**src/rtl/fifo_pkg.sv**
```systemverilog
// Shared defaults and read-mode constants for the parameterised FIFO.
// Also holds the threshold legality helper used at elaboration.
package fifo_pkg;

    localparam int DEF_DATA_W = 32;
    localparam int DEF_ADDR_W = 5;
    localparam int DEF_AE_LVL = 4;
    localparam int AF_MARGIN  = 4;

    localparam bit FWFT_REG = 1'b0;
    localparam bit FWFT_ON  = 1'b1;

    function automatic bit lvl_ok(input int ae, input int af, input int depth);
        return (ae >= 1) && (ae < af) && (af <= depth);
    endfunction

endpackage

```
**src/rtl/fifo_param_ram.sv**
```systemverilog
// Simple dual-port storage: one synchronous write port, one async read port.
// Ports: clk, we/waddr/wdata (write), raddr/rdata (read). No reset.
module fifo_param_ram #(
    parameter int DATA_W = 32,
    parameter int ADDR_W = 5
) (
    input  logic              clk,
    input  logic              we,
    input  logic [ADDR_W-1:0] waddr,
    input  logic [DATA_W-1:0] wdata,
    input  logic [ADDR_W-1:0] raddr,
    output logic [DATA_W-1:0] rdata
);

    logic [DATA_W-1:0] mem [2**ADDR_W];

    always_ff @(posedge clk) begin
        if (we) begin
            mem[waddr] <= wdata;
        end
    end

    assign rdata = mem[raddr];

endmodule

```
**src/rtl/fifo_param.sv**
```systemverilog
// Synchronous FIFO with level flags, sticky errors and registered/FWFT read.
// Ports: clk, rst (async low), flush, wr_en/din, rd_en/dout/dout_valid,
// empty/full/almost_empty/almost_full, count, overflow/underflow, clr_err.
module fifo_param
    import fifo_pkg::*;
#(
    parameter int DATA_W = DEF_DATA_W,
    parameter int ADDR_W = DEF_ADDR_W,
    parameter int AF_LVL = (1 << ADDR_W) - AF_MARGIN,
    parameter int AE_LVL = DEF_AE_LVL,
    parameter bit FWFT   = FWFT_REG
) (
    input  logic              clk,
    input  logic              rst,
    input  logic              flush,
    input  logic              wr_en,
    input  logic [DATA_W-1:0] din,
    input  logic              rd_en,
    input  logic              clr_err,
    output logic [DATA_W-1:0] dout,
    output logic              dout_valid,
    output logic              empty,
    output logic              full,
    output logic              almost_empty,
    output logic              almost_full,
    output logic [ADDR_W:0]   count,
    output logic              overflow,
    output logic              underflow
);

    localparam int DEPTH = 1 << ADDR_W;
    localparam int CW    = ADDR_W + 1;

    localparam logic [ADDR_W:0] DEPTH_C = CW'(DEPTH);
    localparam logic [ADDR_W:0] AF_C    = CW'(AF_LVL);
    localparam logic [ADDR_W:0] AE_C    = CW'(AE_LVL);

    generate
        if (!lvl_ok(AE_LVL, AF_LVL, DEPTH)) begin : g_bad_lvl
            $error("fifo_param: need 1 <= AE_LVL < AF_LVL <= DEPTH");
        end
    endgenerate

    logic [ADDR_W-1:0] wr_ptr;
    logic [ADDR_W-1:0] rd_ptr;
    logic [DATA_W-1:0] rd_data;
    logic              wr_acc;
    logic              rd_acc;
    logic              wr_rej;
    logic              rd_rej;

    assign empty        = (count == '0);
    assign full         = (count == DEPTH_C);
    assign almost_empty = (count <= AE_C);
    assign almost_full  = (count >= AF_C);

    // A pop frees a slot in the same cycle, so a full FIFO still takes a push.
    assign rd_acc = rd_en && !flush && !empty;
    assign wr_acc = wr_en && !flush && (!full || rd_acc);
    assign wr_rej = wr_en && !flush && !wr_acc;
    assign rd_rej = rd_en && !flush && !rd_acc;

    fifo_param_ram #(
        .DATA_W (DATA_W),
        .ADDR_W (ADDR_W)
    ) u_ram (
        .clk   (clk),
        .we    (wr_acc),
        .waddr (wr_ptr),
        .wdata (din),
        .raddr (rd_ptr),
        .rdata (rd_data)
    );

    always_ff @(posedge clk or negedge rst) begin
        if (!rst) begin
            wr_ptr <= '0;
            rd_ptr <= '0;
            count  <= '0;
        end else if (flush) begin
            wr_ptr <= '0;
            rd_ptr <= '0;
            count  <= '0;
        end else begin
            if (wr_acc) begin
                wr_ptr <= wr_ptr + 1'b1;
            end
            if (rd_acc) begin
                rd_ptr <= rd_ptr + 1'b1;
            end
            unique case (1'b1)
                (wr_acc && !rd_acc): count <= count + 1'b1;
                (rd_acc && !wr_acc): count <= count - 1'b1;
                default: ;
            endcase
        end
    end

    // Set beats clear so an error in the clearing cycle is not lost.
    always_ff @(posedge clk or negedge rst) begin
        if (!rst) begin
            overflow  <= 1'b0;
            underflow <= 1'b0;
        end else begin
            if (wr_rej) begin
                overflow <= 1'b1;
            end else if (clr_err) begin
                overflow <= 1'b0;
            end
            if (rd_rej) begin
                underflow <= 1'b1;
            end else if (clr_err) begin
                underflow <= 1'b0;
            end
        end
    end

    generate
        if (FWFT == FWFT_ON) begin : g_fwft
            assign dout       = rd_data;
            assign dout_valid = !empty;
        end else begin : g_reg
            always_ff @(posedge clk or negedge rst) begin
                if (!rst) begin
                    dout       <= '0;
                    dout_valid <= 1'b0;
                end else if (flush) begin
                    dout_valid <= 1'b0;
                end else begin
                    dout_valid <= rd_acc;
                    if (rd_acc) begin
                        dout <= rd_data;
                    end
                end
            end
        end
    endgenerate

endmodule

```
**config.mk**
```make
export PLATFORM = sky130hd
export DESIGN_NAME = fifo_param
export DESIGN_NICKNAME = d
export VERILOG_FILES = /design/src/rtl/fifo_pkg.sv /design/src/rtl/fifo_param_ram.sv /design/src/rtl/fifo_param.sv
export SDC_FILE = /design/constraint.sdc
export NUM_CORES = 1
export LEC_CHECK = 0
export CAP_MARGIN = 20
export CORE_MARGIN = 2
export CORE_UTILIZATION = 40
export CTS_BUF_LIST = sky130_fd_sc_hd__clkbuf_8 sky130_fd_sc_hd__clkbuf_16
export DETAILED_ROUTE_END_ITERATION = 7
export PLACE_DENSITY_LB_ADDON = 0.3
export SETUP_SLACK_MARGIN = 0.3
export SLEW_MARGIN = 20
export SYNTH_ARGS = -nofsm -noshare
export SYNTH_HDL_FRONTEND = slang
export SYNTH_HIERARCHICAL = 1
export SYNTH_SLANG_ARGS = --single-unit
```
**constraint.sdc**
```tcl
create_clock -name clk -period 3.35 [get_ports clk]
set_input_delay 0.8375 -clock clk [delete_from_list [all_inputs] [get_ports clk]]
set_output_delay 0.8375 -clock clk [all_outputs]
set_load 0.03 [all_outputs]
```
==> metrics, run 1 <==
WL/cell=25.50 um; R2R depth=7; worst slew pin tran=about 0.95 ns; R2R Setup Slk=0.62 ns; area fraction of the dominant cell type after synthesis=0.7265; Hold Path Class=in -> async; Seq cells post-synth=between 1000 and 1500; TritonCTS buffer count=roughly 110; CTS tree=yes; hpwl dp=~64000 um; top_reg_cell synth=edfxtp_1; status=completed; wirelength, routed=roughly 100000 um; Clock Path Buffers=3; I/O pin count=slightly above 80; placed cell count=between 3000 and 4000; Post-DRT Antenna Nets=0; largest net degree at the start of global routing=70; final layout net count=~2700; relative slew slack=0.3664; layout cell share with drive strength beyond 1=0.1534; crit start category=register; Crit path arrival time=a little over 2 ns; # DRC=0; required time worst endpoint=2.51 ns; port bufs=82; asr flop ratio synth=0.04744; clk root buf=clkbuf_16; Vias/cell=between 5 and 6; max-cap violations=0; most frequent cell after synthesis=edfxtp_1; Syn Area/Cell=approximately 18 um^2; busiest layer in global routing=met2; R2R Path End=dout[30]; fin util=0.4724; Chip Height=329.3 um; fin crit period=around 2.9 ns; commonest cells in the netlist=edfxtp_1, mux2i_1, nand3_1; skew final=around 0.033 ns; Period Utilization, post-route=0.8667; met3 Use GR=0.03746; Post-synth EDFFs=1024; Std-Cell Rows=around 120; top cells by area, synth=edfxtp_1, mux2i_1, dfrtp_1; Die W=roughly 330 um; worst setup path start=count[3]; RSZ-0062 raised after global routing=no; Clock Latency Late Sink=about 0.70 ns; Cell Count, Final, Fillers Out=~4100; Storage cell area=between 0.03 and 0.04 mm^2; worst flop-to-flop path startpoint=rd_ptr[0]; Worst Path Max Fanout=6; Fillers=just under 9000; Final Hold Fails=0; Crit Path Class=reg -> out; vias in the first global route=22980; antenna violations before repair=2; setup violators final=0; Multi-input gate area=between 0.009 and 0.01 mm^2; core footprint=roughly 0.11 mm^2; First DRT Iteration DRCs=approximately 2300; remaining global-route overflow=0; clock slew at reported path FFs=around 0.06 ns; Slew Limit Fails=0; Pleak=roughly 0.016 uW; cell taking the most area after synthesis=edfxtp_1; Cell Pwr Density=just over 700 mW/mm^2; Ys Warns=6; total die area=around 0.11 mm^2; H-tree depth=3; GRT Util Overall=0.1918; Max Clk Rate=0.3444 GHz; number of diodes=0; Syn Inst Count=between 2000 and 2500; Worst setup EP type=output pin; Clock Sinks=1075; met1 Resource Use GR=0.2645; Initial Utilization=0.4027; peak supply drop=a little under 500 uV; Syn Nets=approximately 2500; first-pass detailed-route iteration total=5; via count=around 23000; Mapped Area=around 0.042 mm^2; Synth cell types=50; met2 Resource Use GR=0.3094; gpl congestion=a little over 0.8; Layout area overhead=17.32%; first-pass GRT wire length=about 150000 um; post-synthesis sequential area ratio=0.7566
-- worst max path at each step --
stage	cells past startpoint	slack (ns)	endpoint
finish	2	0.45	almost_full
global route	2	0.35	almost_full
CTS	3	0.12	full
detailed placement	7	0.12	u_ram/mem[28][30]
global placement	10	0.09	count[5]
floorplan	5	-0.006	u_ram/mem[20][0]
-- through the flow --
step | total power (uW) | setup TNS [ns] | area [um^2] | hold slack, ns | worst slack (ns)
2_1_floorplan | 20740 | -1.870 | 42380 | 0.5419 | -0.005878
3_3_place_gp | 23080 | 0 | 46000 | 0.4962 | 0.08969
3_5_place_dp | 23140 | 0 | 46000 | 0.4992 | 0.1219
4_1_cts | 35320 | 0 | 49650 | 0.3017 | 0.1221
5_1_grt | 36280 | 0 | 49660 | 0.3419 | 0.3510
6_report | 35050 | 0 | 49660 | 0.2812 | 0.4467
-- routing by layer --
metal	vias up	wire, um
li1	9956	-
met1	11660	45630
met2	739	49790
met3	142	6685
met4	4	2319
met5	-	29
-- layout make-up --
class / instances / share of cell area
timing repair buffer: 234 / 0.04981
clock inverter: 80 / 0.01711
inverter: 7 / 0.0005291
sequential: 1075 / 0.6450
multi-input combinational: 1195 / 0.1961
tap: 1391 / 0.03505
clock buffer: 114 / 0.05632
-- power breakdown --
| part | switching [uW] | total [uW] | internal (uW) |
|---|---|---|---|
| Clock | 5140 | 12200 | 7080 |
| Sequential | 268 | 15300 | 15000 |
| Combinational | 4310 | 7540 | 3220 |
-- worst max-delay path, stage by stage, from the launching register on --
cell and delay [ns]:
dfrtp_1 0.51, a31o_2 0.20, clkdlybuf4s50_1 0.66
-- cells by family (layout without fill, tap and decap cells) --
group                      Yosys count  count (layout)  share of synthesized area
muxes                              551             551                     0.1340
xor gates and xnor gates            12              12                   0.002483
DFF                               1075            1075                     0.7566
buffers and inverters              141             435                    0.01983
AOI/OAI and AO/OA                  306             306                    0.04945
and+or+nand+nor                    319             319                    0.03538
adders and majority gates            7               7                   0.002247
-- registers in the layout, indices dropped and copies added, names as in the netlist --
signal,flops
wr_ptr,5
count,6
dout,32
dout_valid,1
underflow,1
u_ram/mem,1024
overflow,1
rd_ptr,5
-- layout by cell type, fill, tap and decap left out, types with 4 or more instances in the layout --
cell type	n
a22oi_1	96
clkdlybuf4s50_1	78
mux2_2	8
nor2_4	33
nand3_1	103
dfrtp_1	49
a31oi_1	32
a21oi_1	101
xor2_1	7
nor3_1	32
mux2_4	29
nor2_1	15
o21ai_0	4
a22o_1	64
buf_12	41
nand3b_1	5
clkinvlp_4	13
clkbuf_8	5
nand4_1	4
buf_4	112
nand2_1	101
clkinv_1	13
ha_1	6
mux2i_1	514
bufinv_16	13
edfxtp_1	1024
xnor2_1	5
inv_1	18
clkbuf_16	109
clkinv_2	16
-- repair_timing --
item / CTS / global route
hold buffers: 0 / 0
pin swaps: 1 / 0
buffers inserted: 1 / 0
setup endpoints to repair: 3 / 3
gates resized for setup: 3 / 3
(Power assumes the default switching activity.)
==> run 2: changes to the inputs <==
--- a/constraint.sdc
+++ b/constraint.sdc
@@ -3,2 +3,2 @@
 set_output_delay 0.8375 -clock clk [all_outputs]
-set_load 0.03 [all_outputs]
+set_load 0.05 [all_outputs]
==> metrics, run 2 (same netlist as run 1, synthesis figures left out) <==
status=completed; crit-path cells=nor3_4 > nand2_2 > inv_2 > clkdlybuf4s15_2; Top reg by flops=u_ram/mem; Finished Cell Area=approximately 0.05 mm^2; fin crit period=approximately 2.9 ns; Std-Cell Rows=approximately 120; Crit Path Class=reg -> out; Slowest cell on crit path=dfrtp_1; hpwl dp=around 64000 um; setup ws final=around 0.44 ns; via count=roughly 23000; clock slew at reported path FFs=0.06 ns; Clock Sinks=about 1100; hold_buf cts=0; total power=34700 uW; number of diodes=0; I/O pin count=between 80 and 90; setup violators final=0; WL/cell=about 26 um; peak supply drop=around 520 uV; commonest non-fill, non-tap cells in the layout=edfxtp_1, mux2i_1, clkbuf_16, buf_4, nand3_1; core footprint=between 0.1 and 0.15 mm^2; Worst Path Max Fanout=11; port bufs=between 80 and 90; Period Utilization, post-route=0.8679; Crit path arrival time=2.07 ns; max-cap violations=0; CP peak stage delay=about 0.53 ns; required time worst endpoint=~2.5 ns; skew final=0.02568 ns; CTS tree=yes; commonest non-fill, non-tap cell in the layout=edfxtp_1; pre-CTS setup slack=about 0.17 ns; Clock Latency Late Sink=0.68 ns; Die W=329.3 um; H-tree depth=3; Cell Pwr Density=roughly 700 mW/mm^2; # DRC=0; antenna violations before repair=2; layout cell share with drive strength beyond 1=0.1473; Top Registers=u_ram/mem (1024), dout (32), count (6); Worst setup EP type=output pin; Max Clk Rate=0.3439 GHz; Initial Utilization=0.4027; Vias/cell=~5.5; first-pass GRT wire length=roughly 150000 um; vias in the first global route=between 20000 and 25000; max reg flops=between 1000 and 1500; Post-DRT Antenna Nets=0; dpl cell area=~0.046 mm^2; Hold Path Class=in -> async; first-pass detailed-route iteration total=5; largest net degree at the start of global routing=74; Chip Height=between 300 and 400 um; RSZ-0062 raised after global routing=no; GRT Util Overall=0.1933; Pleak=~0.016 uW; clk root buf=clkbuf_16; total die area=0.1084 mm^2; wirelength, routed=roughly 110000 um; Slew Limit Fails=0; relative slew slack=0.3594; Layout area overhead=16.62%; First DRT Iteration DRCs=roughly 2300; final layout net count=about 2700; Multi-input gate area=between 0.009 and 0.01 mm^2; remaining global-route overflow=0; Clock Path Buffers=3; worst slew pin tran=0.9609 ns; Fillers=about 9000; TritonCTS buffer count=about 110; crit start category=register; gpl congestion=roughly 0.85; Storage cell area=around 0.032 mm^2; TNS Setup=0 ns; Final Hold Fails=0
[run 2: changes by cell type in the layout (fill, tap and decap cells not counted), sizes merged]
cell and change:
inv +1, clkbuf -4, clkdlybuf4s15 +1, clkinvlp -8
dlymetal6s2s -1, bufinv -5, dlygate4sd2 +1, buf -4
clkinv +25, clkdlybuf4s50 -2
[run 2: cell type report]
class / instances / share of cell area
timing repair buffer: 230 / 0.04938
sequential: 1075 / 0.6489
clock buffer: 109 / 0.05526
clock inverter: 93 / 0.01341
tap: 1391 / 0.03526
multi-input combinational: 1195 / 0.1973
inverter: 7 / 0.0005323
[run 2: worst paths after layout]
kind	from	endpoint	slack (ns)	depth (start not counted)
max	count[5]	empty	0.44	4
min	rst	count[0]	0.32	1
max reg2reg	rd_ptr[2]	dout[13]	0.59	7
min reg2reg	dout[25]	dout[25]	0.51	1
max in group asynchronous	rst	rd_ptr[0]	2.34	1
min in group clk	dout[25]	dout[25]	0.51	1
[run 2: routing by layer]
metal	vias up	part of all wire	GRT usage
met5	-	0.00015	0
met4	2	0.019	0.04970
met3	124	0.068	0.03324
met2	808	0.48	0.3098
met1	11710	0.43	0.2743
li1	9965	-	-
[run 2: timing repair]
| action | 4_1_cts | 5_1_grt |
|---|---|---|
| endpoints found under the setup margin | 5 | 3 |
| setup buffers | 0 | 1 |
| hold endpoints to repair | 0 | 0 |
| pin swaps | 0 | 1 |
| gates cloned | 0 | 0 |
| resized for setup | 10 | 1 |
[run 2: where the power goes]
part | switching [uW] | leakage (uW) | internal (uW)
Clock | 4980 | 0.00173 | 6510
Sequential | 239 | 0.00984 | 15000
Combinational | 4740 | 0.00447 | 3210
Total | 9960 | 0.0160 | 24700
[run 2: per-stage QoR]
| step | hold slack (ns) | utilization | std cells |
|---|---|---|---|
| final | 0.3211 | 0.4696 | 4100 |
| after global routing | 0.3663 | 0.4696 | 4100 |
| after CTS | 0.3304 | 0.4695 | 4099 |
| after detailed placement | 0.4970 | 0.4373 | 3897 |
| after global placement | 0.4968 | 0.4373 | 3897 |
| after floorplan | 0.5419 | - | 2411 |
[run 2: critical path, delay by kind of cell, from the launching register on]
kind,cells,cell delay (ns)
simple gates,2,0.37
flops,1,0.53
buf+inv,2,0.49
==> run 3: changes to the inputs <==
- PLACE_DENSITY: unset -> 0.65
- PLACE_DENSITY_LB_ADDON: 0.3 -> unset
==> metrics, run 3 (same netlist as run 1, synthesis figures left out) <==
Fillers=8820; final layout net count=2647; Std-Cell Rows=around 120; first-pass GRT wire length=~150000 um; Finished Cell Area=between 0.04 and 0.05 mm^2; Vias/cell=5.508; total power=approximately 35000 uW; crit start category=register; max-cap violations=0; Max Clk Rate=around 0.34 GHz; pre-CTS setup slack=0.06566 ns; remaining global-route overflow=0; clk root buf=clkbuf_16; Clock Path Buffers=3; fin util=0.4691; WL/cell=roughly 25 um; commonest non-fill, non-tap cell in the layout=edfxtp_1; first-pass detailed-route iteration total=5; required time worst endpoint=approximately 3.9 ns; hold_buf cts=0; antenna violations before repair=1; via count=approximately 23000; Final Hold Fails=0; commonest non-fill, non-tap cells in the layout=edfxtp_1, mux2i_1, clkbuf_16, nand3_1; Top reg by flops=u_ram/mem; R2R Setup Slk=between 0.3 and 0.4 ns; Worst Path Max Fanout=20; skew final=0.02628 ns; relative slew slack=0.2428; worst slew pin tran=roughly 1.1 ns; total die area=roughly 0.11 mm^2; setup violators final=0; worst flop-to-flop path startpoint=rd_ptr[2]; Crit Path Class=reg -> reg; clock slew at reported path FFs=~0.060 ns; # DRC=0; I/O pin count=83; Worst setup EP type=register; Pleak=between 0.015 and 0.02 uW; Die W=approximately 330 um; worst setup path start=rd_ptr[2]; peak supply drop=between 500 and 600 uV; Clock Latency Late Sink=0.69 ns; Chip Height=roughly 330 um; placed cell count=between 3000 and 4000; max reg flops=between 1000 and 1500; First DRT Iteration DRCs=between 2000 and 2500; RSZ-0062 raised after global routing=no; setup ws final=about 0.38 ns; gpl congestion=between 0.8 and 0.9; Cell Pwr Density=approximately 700 mW/mm^2; Period Utilization, post-route=0.8878; R2R Path End=dout[26]; CTS tree=yes; Layout area overhead=16.49%; TritonCTS buffer count=about 110; core footprint=approximately 0.11 mm^2; dpl cell area=0.04578 mm^2; GRT Util Overall=0.1848; largest net degree at the start of global routing=63; hpwl dp=around 63000 um; Post-DRT Antenna Nets=0; Top Registers=u_ram/mem (1024), dout (32), count (6); fin crit period=2.974 ns; Crit path arrival time=3.52 ns; port bufs=82; layout cell share with drive strength beyond 1=0.1463; wirelength, routed=just over 100000 um; Hold Path Class=in -> async; Cell Count, Final, Fillers Out=roughly 4100; R2R depth=5; status=completed; H-tree depth=3; vias in the first global route=about 23000; Slew Limit Fails=0; Initial Utilization=0.4027; Clock Sinks=1075
==> run 3: changes by cell type in the layout (fill, tap and decap cells not counted), moves of 3 or more <==
| cell | change |
|---|---|
| clkinv_2 | -15 |
| bufinv_16 | +4 |
| clkdlybuf4s50_1 | -15 |
| inv_6 | -3 |
| clkinv_1 | -16 |
| inv_1 | +19 |
| clkbuf_8 | +6 |
| buf_2 | +15 |
| buf_4 | -12 |
==> run 3: report_power, final <==
group	switching (uW)	internal, uW
sequential	285	15000
combinational	4890	3280
clock	4900	6890
total	10100	25200
==> run 3: metrics by stage <==
step,hold slack (ns),TNS (ns)
floorplan,0.5419,-1.870
finish,0.3433,0
CTS,0.3254,0
global route,0.3615,0
detailed placement,0.4964,0
global placement,0.4996,-0.03952
==> run 3: cell type report <==
type	count	area, um^2	share of cell area
Tap cell	1391	1740	0.03530
Multi-Input combinational cell	1196	9744	0.1976
Clock buffer	114	2785	0.05649
Sequential cell	1075	32030	0.6496
Timing Repair Buffer	217	2250	0.04563
Inverter	7	26.28	0.0005329
Antenna cell	1	2.502	0.00005075
Clock inverter	84	728.2	0.01477
==> run 3: worst max-delay path: stages, from the launching register on <==
cell	delay, ns
dfrtp_1	0.52
and2b_1	1.02
a22oi_1	0.21
a31oi_1	0.46
nand3_1	0.30
mux2_4	0.33
==> run 3: worst max path at each step <==
stage	cells after the start	end
floorplan	5	u_ram/mem[20][0]
global placement	10	count[5]
detailed placement	8	u_ram/mem[4][15]
CTS	3	full
global route	4	empty
finish	5	dout[26]
==> run 3: what timing repair did <==
item,CTS,global route
pin swaps,0,1
gates cloned,0,1
gates resized for setup,6,5
buffers inserted,0,2
setup endpoints to repair,4,5
==> run 3: routing by layer <==
layer  global-route usage  part of all wire  vias up
met5                    0           0.00016        -
met1               0.2574              0.43    11530
met2               0.2945              0.47      882
met4              0.04891             0.022        2
met3              0.04053             0.081      145
li1                     -                 -     9941
